==> src/rtl/ula_arbiter.sv <==
// Two-port arbiter sharing one external ula: one operation in flight, registered
// ALU operands, and a held response returned to the port that issued it.
package ula_arbiter_pkg;

  localparam int unsigned DATA_W = 32;
  localparam int unsigned OP_W   = 4;
  localparam int unsigned CNT_W  = 4;

  typedef struct packed {
    logic [OP_W-1:0]   op;
    logic [DATA_W-1:0] in2;
    logic [DATA_W-1:0] in1;
  } alu_req_t;

endpackage

module ula_arbiter
  import ula_arbiter_pkg::*;
#(
  parameter bit          P0_PRIORITY = 1'b0,
  parameter int unsigned MAX_WAIT    = 4
) (
  input  logic              clk,
  input  logic              rst,
  input  logic              p0_valid,
  input  logic              p1_valid,
  output logic              p0_ready,
  output logic              p1_ready,
  input  logic [DATA_W-1:0] p0_in1,
  input  logic [DATA_W-1:0] p1_in1,
  input  logic [DATA_W-1:0] p0_in2,
  input  logic [DATA_W-1:0] p1_in2,
  input  logic [OP_W-1:0]   p0_op,
  input  logic [OP_W-1:0]   p1_op,
  output logic              p0_resp_valid,
  output logic              p1_resp_valid,
  input  logic              p0_resp_ready,
  input  logic              p1_resp_ready,
  output logic [DATA_W-1:0] resp_result,
  output logic              resp_zero,
  output logic [DATA_W-1:0] alu_in1,
  output logic [DATA_W-1:0] alu_in2,
  output logic [OP_W-1:0]   alu_op,
  input  logic [DATA_W-1:0] alu_result,
  input  logic              alu_zero,
  output logic              busy
);

  localparam logic [CNT_W-1:0] WAIT_MAX = CNT_W'(MAX_WAIT);

  typedef enum logic [1:0] {IDLE, ISSUE, RESP} state_e;

  state_e            state_q, state_d;
  alu_req_t          req_q, req_d;
  logic              owner_q, owner_d;
  logic              last_q, last_d;
  logic [CNT_W-1:0]  wait_q, wait_d;
  logic [DATA_W-1:0] res_q, res_d;
  logic              zero_q, zero_d;
  logic              grant1_c;

  // Winner among the currently valid ports; only meaningful in IDLE.
  always_comb begin
    grant1_c = 1'b0;
    if (p1_valid && !p0_valid) begin
      grant1_c = 1'b1;
    end else if (p1_valid && p0_valid) begin
      grant1_c = P0_PRIORITY ? (wait_q == WAIT_MAX) : !last_q;
    end
  end

  always_comb begin
    state_d  = state_q;
    req_d    = req_q;
    owner_d  = owner_q;
    last_d   = last_q;
    wait_d   = wait_q;
    res_d    = res_q;
    zero_d   = zero_q;
    p0_ready = 1'b0;
    p1_ready = 1'b0;
    case (state_q)
      IDLE: begin
        p0_ready = p0_valid && !grant1_c;
        p1_ready = p1_valid && grant1_c;
        if (!p1_valid) begin
          wait_d = '0;
        end
        if (p1_ready) begin
          req_d   = '{op: p1_op, in2: p1_in2, in1: p1_in1};
          owner_d = 1'b1;
          last_d  = 1'b1;
          wait_d  = '0;
          state_d = ISSUE;
        end else if (p0_ready) begin
          req_d   = '{op: p0_op, in2: p0_in2, in1: p0_in1};
          owner_d = 1'b0;
          last_d  = 1'b0;
          // Count port-0 wins that left port 1 waiting, saturating at the limit.
          if (p1_valid && (wait_q != WAIT_MAX)) begin
            wait_d = wait_q + CNT_W'(1);
          end
          state_d = ISSUE;
        end
      end
      ISSUE: begin
        res_d   = alu_result;
        zero_d  = alu_zero;
        state_d = RESP;
      end
      RESP: begin
        if (owner_q ? p1_resp_ready : p0_resp_ready) begin
          state_d = IDLE;
        end
      end
      default: state_d = IDLE;
    endcase
  end

  always_ff @(posedge clk or posedge rst) begin
    if (rst) begin
      state_q <= IDLE;
      req_q   <= '0;
      owner_q <= 1'b0;
      last_q  <= 1'b1;
      wait_q  <= '0;
      res_q   <= '0;
      zero_q  <= 1'b0;
    end else begin
      state_q <= state_d;
      req_q   <= req_d;
      owner_q <= owner_d;
      last_q  <= last_d;
      wait_q  <= wait_d;
      res_q   <= res_d;
      zero_q  <= zero_d;
    end
  end

  assign p0_resp_valid = (state_q == RESP) && !owner_q;
  assign p1_resp_valid = (state_q == RESP) && owner_q;
  assign resp_result   = res_q;
  assign resp_zero     = zero_q;
  assign alu_in1       = req_q.in1;
  assign alu_in2       = req_q.in2;
  assign alu_op        = req_q.op;
  assign busy          = (state_q != IDLE);

endmodule

==> config.mk <==
export PLATFORM = sky130hd
export DESIGN_NAME = ula_arbiter
export DESIGN_NICKNAME = d
export VERILOG_FILES = /design/src/rtl/ula_arbiter.sv
export SDC_FILE = /design/constraint.sdc
export NUM_CORES = 1
export LEC_CHECK = 0
export ABC_CLOCK_PERIOD_IN_PS = 9800
export CAP_MARGIN = 40
export CORE_ASPECT_RATIO = 1.75
export CORE_MARGIN = 2
export CORE_UTILIZATION = 40
export CTS_BUF_LIST = sky130_fd_sc_hd__clkbuf_8
export DETAILED_ROUTE_END_ITERATION = 8
export PLACE_DENSITY = 0.82
export SETUP_SLACK_MARGIN = 0.02
export SKIP_LAST_GASP = 1
export SYNTH_ARGS = -nofsm -noshare
export SYNTH_HDL_FRONTEND = slang
export SYNTH_SLANG_ARGS = --single-unit
==> constraint.sdc <==
create_clock -name clk -period 9.8 [get_ports clk]
set_clock_uncertainty 0.2 [all_clocks]
set_input_delay 2.45 -clock clk [delete_from_list [all_inputs] [get_ports clk]]
set_output_delay 2.45 -clock clk [all_outputs]
set_load 0.005 [all_outputs]
==> results.toml <==
[global_route]
grtUsageTotal_pct = 20.2
grt_pass1_wl_um = 21700
grt_pass1_vias = 4050
grt_max_degree = 59
antenna_found_initial = 0
overflow = 0

[clocking]
cts-root-buf = "clkbuf_8"
clk_path_buf_depth = 2
post_cts_resized = 0
cts_inserted_buffers = 9
cts_tree = "built"
htree_num_levels = 3
ctsHoldBuffers = 0
post-cts-setup-buffers = 0
clkTransAtPathRegs_ns = 0.09
cts.sink_count = 105
worstSkewPairLatency_ns = 0.36

[yosys]
ys_top_cells_by_area = "dfrtp_1 (50%), mux2_4 (26%), mux2_2 (17%)"
synth_edf_count = 0
syn_nets = 487
post_synth_num_cell_types = 21
yosysMostFrequentCell = "dfrtp_1"
yosysWarnings = 0
yosysTopAreaCellShare_pct = 50.4
syn_area_um2 = 5160
syn-instance-count = 312
syn_avg_cell_area_um2 = 16.5
netlist_top_cells_count = "dfrtp_1 (104), mux2_4 (91), mux2_2 (79)"
ys_async_sr_fraction_pct = 100
ys_ff_latch = 105
ys.flop_type = "dfrtp_1"
synth_top_area_cell = "dfrtp_1"
synth_seq_area_share_pct = 50.9

[setup_path]
critPathMaxStageDelay_ns = 0.56
crit_path_top_delay_cell = "clkdlybuf4s50_1"
critPathTopFamily = "buffers and inverters"
crit_buf_inv = 2
start_kind = "input port"
cp-end-kind = "output port"
critPathMaxFanout = 14
crit_top_cell = "clkdlybuf4s50_1"
critical_path_required_ns = 7.15
path_class = "in2out"
path_cells = "clkdlybuf4s50_1 -> a21bo_4 -> nor3_1 -> clkdlybuf4s50_1"
cp_data_arrival_time_ns = 4.11

[timing]
hold_viol = 0
rsz0062_at_grt = "false"
tns_ns = 0
worst_slew_pin_slew_ns = 0.655
min_period_ns = 6.76
min_period_over_period_pct = 69.0
max_freq_mhz = 148
slew_headroom_pct = 56.3
setup_viol = 0
maxSlewViolCount = 0
holdWs_ns = 0.311

[routing]
drcViolationCount = 0
wl_per_cell_um = 18.4
ant_nets = 0
via_count = 3630
via_per_inst = 4.77
drt-initial-drc-count = 60
firstDrtPassIters = 4
wl_um = 14000

[run]
drv_cap = 0

[power_and_ir_drop]
p_leak_nw = 3.59
ir_drop_mv = 0.248
cellPowerDensity_nw_per_um2 = 269
power_w = 0.00223

[floorplan]
die_w_um = 89.9
core_area_um2 = 12600
die_y_um = 154
ios = 281
rows = 54
start_util_pct = 41.1
dieArea_um2 = 13900

[final_layout]
final_area_um2 = 8290
area_delta_synth_final_pct = 60.5
n_antenna_cell = 0
drive_above_1_share_pct = 33.1
nNetsFinal = 763

[placed_design]
portBuffers = 280
hpwlAfterDp_um = 11100
placed_area_um2 = 8090
place_congestion = 0.812

[min_path]
hp-class = "reg2reg"

[outcome]
status = "finished clean"
[worst register-to-register path, stage by stage (launching register included)]
cell and delay, ns:
dfstp_2 0.56, a21bo_4 0.29, buf_4 0.35, buf_16 0.31, mux2_4 0.39, mux2_2 0.27
[worst paths after layout]
| check | startpoint | to | slack, ns | cells after the start |
|---|---|---|---|---|
| worst min-delay path | resp_result[14] | resp_result[14] | 0.31 | 1 |
| min in group asynchronous | rst | alu_in1[18] | 2.32 | 2 |
| worst min register to register | resp_result[14] | resp_result[14] | 0.31 | 1 |
| max in group asynchronous | rst | alu_in1[6] | 5.94 | 3 |
| worst max-delay path | p0_valid | p1_ready | 3.04 | 4 |
| worst max register to register | last_q | alu_in2[4] | 7.33 | 5 |
[stage by stage]
stage / setup slack (ns) / util (%) / cells
after global routing: 2.97 / 65.9 / 761
after floorplan: 4.00 / - / 312
final: 3.04 / 65.9 / 761
after CTS: 3.03 / 65.9 / 761
after global placement: 3.08 / 63.9 / 743
after detailed placement: 3.03 / 64.3 / 745
[power by group]
group          switching [W]  internal [W]
combinational       0.000372      0.000806
sequential          0.000121      0.000660
clock               0.000153      0.000121
[final cells by class]
type | count | area, um2
Clock inverter | 7 | 77.6
Clock buffer | 9 | 124
Inverter | 3 | 13.8
Fill cell | 956 | 4280
Timing Repair Buffer | 285 | 2880
Tap cell | 168 | 210
Multi-Input combinational cell | 184 | 2350
Sequential cell | 105 | 2630
[flip-flops by register name, summed over array words and instances (netlist names)]
name	flops
owner_q	1
state_q	2
alu_in2	32
last_q	1
alu_in1	32
resp_result	32
alu_op	4
resp_zero	1
[cells by family (layout without fill, tap and decap cells)]
family	Yosys count	after routing	synth area share (%)
AOI/OAI and AO/OA	6	6	0.800
muxes	170	170	43.7
and+or+nand+nor	8	8	0.800
DFF	105	105	50.9
buffers and inverters	23	304	3.78
[cell usage in the layout (no fill, tap or decap)]
| cell | instances |
|---|---|
| a21oi_1 | 1 |
| buf_16 | 2 |
| nor2_1 | 2 |
| nor2_2 | 1 |
| clkinv_2 | 1 |
| a21bo_4 | 1 |
| buf_4 | 3 |
| inv_4 | 1 |
| mux2_2 | 79 |
| inv_1 | 2 |
| and3_1 | 1 |
| clkinvlp_4 | 1 |
| a21o_1 | 1 |
| clkinv_4 | 2 |
| nand2_1 | 1 |
| clkbuf_8 | 9 |
| nand2b_1 | 2 |
| nor3_1 | 1 |
| o21a_4 | 1 |
| clkdlybuf4s50_1 | 280 |
| inv_6 | 2 |
| mux2_4 | 91 |
| o21ai_0 | 1 |
| dfrtp_1 | 104 |
| dfstp_2 | 1 |
| a31oi_1 | 1 |
| bufinv_16 | 1 |
[per-layer routing]
layer | up-vias | track usage [%] | wire [um]
li1 | 1659 | - | -
met1 | 1778 | 20.1 | 4710
met2 | 160 | 38.6 | 7880
met3 | 33 | 5.21 | 835
met4 | 0 | 9.60 | 553
met5 | - | 0 | 0
No activity file was read; power rests on OpenSTA's default activity.
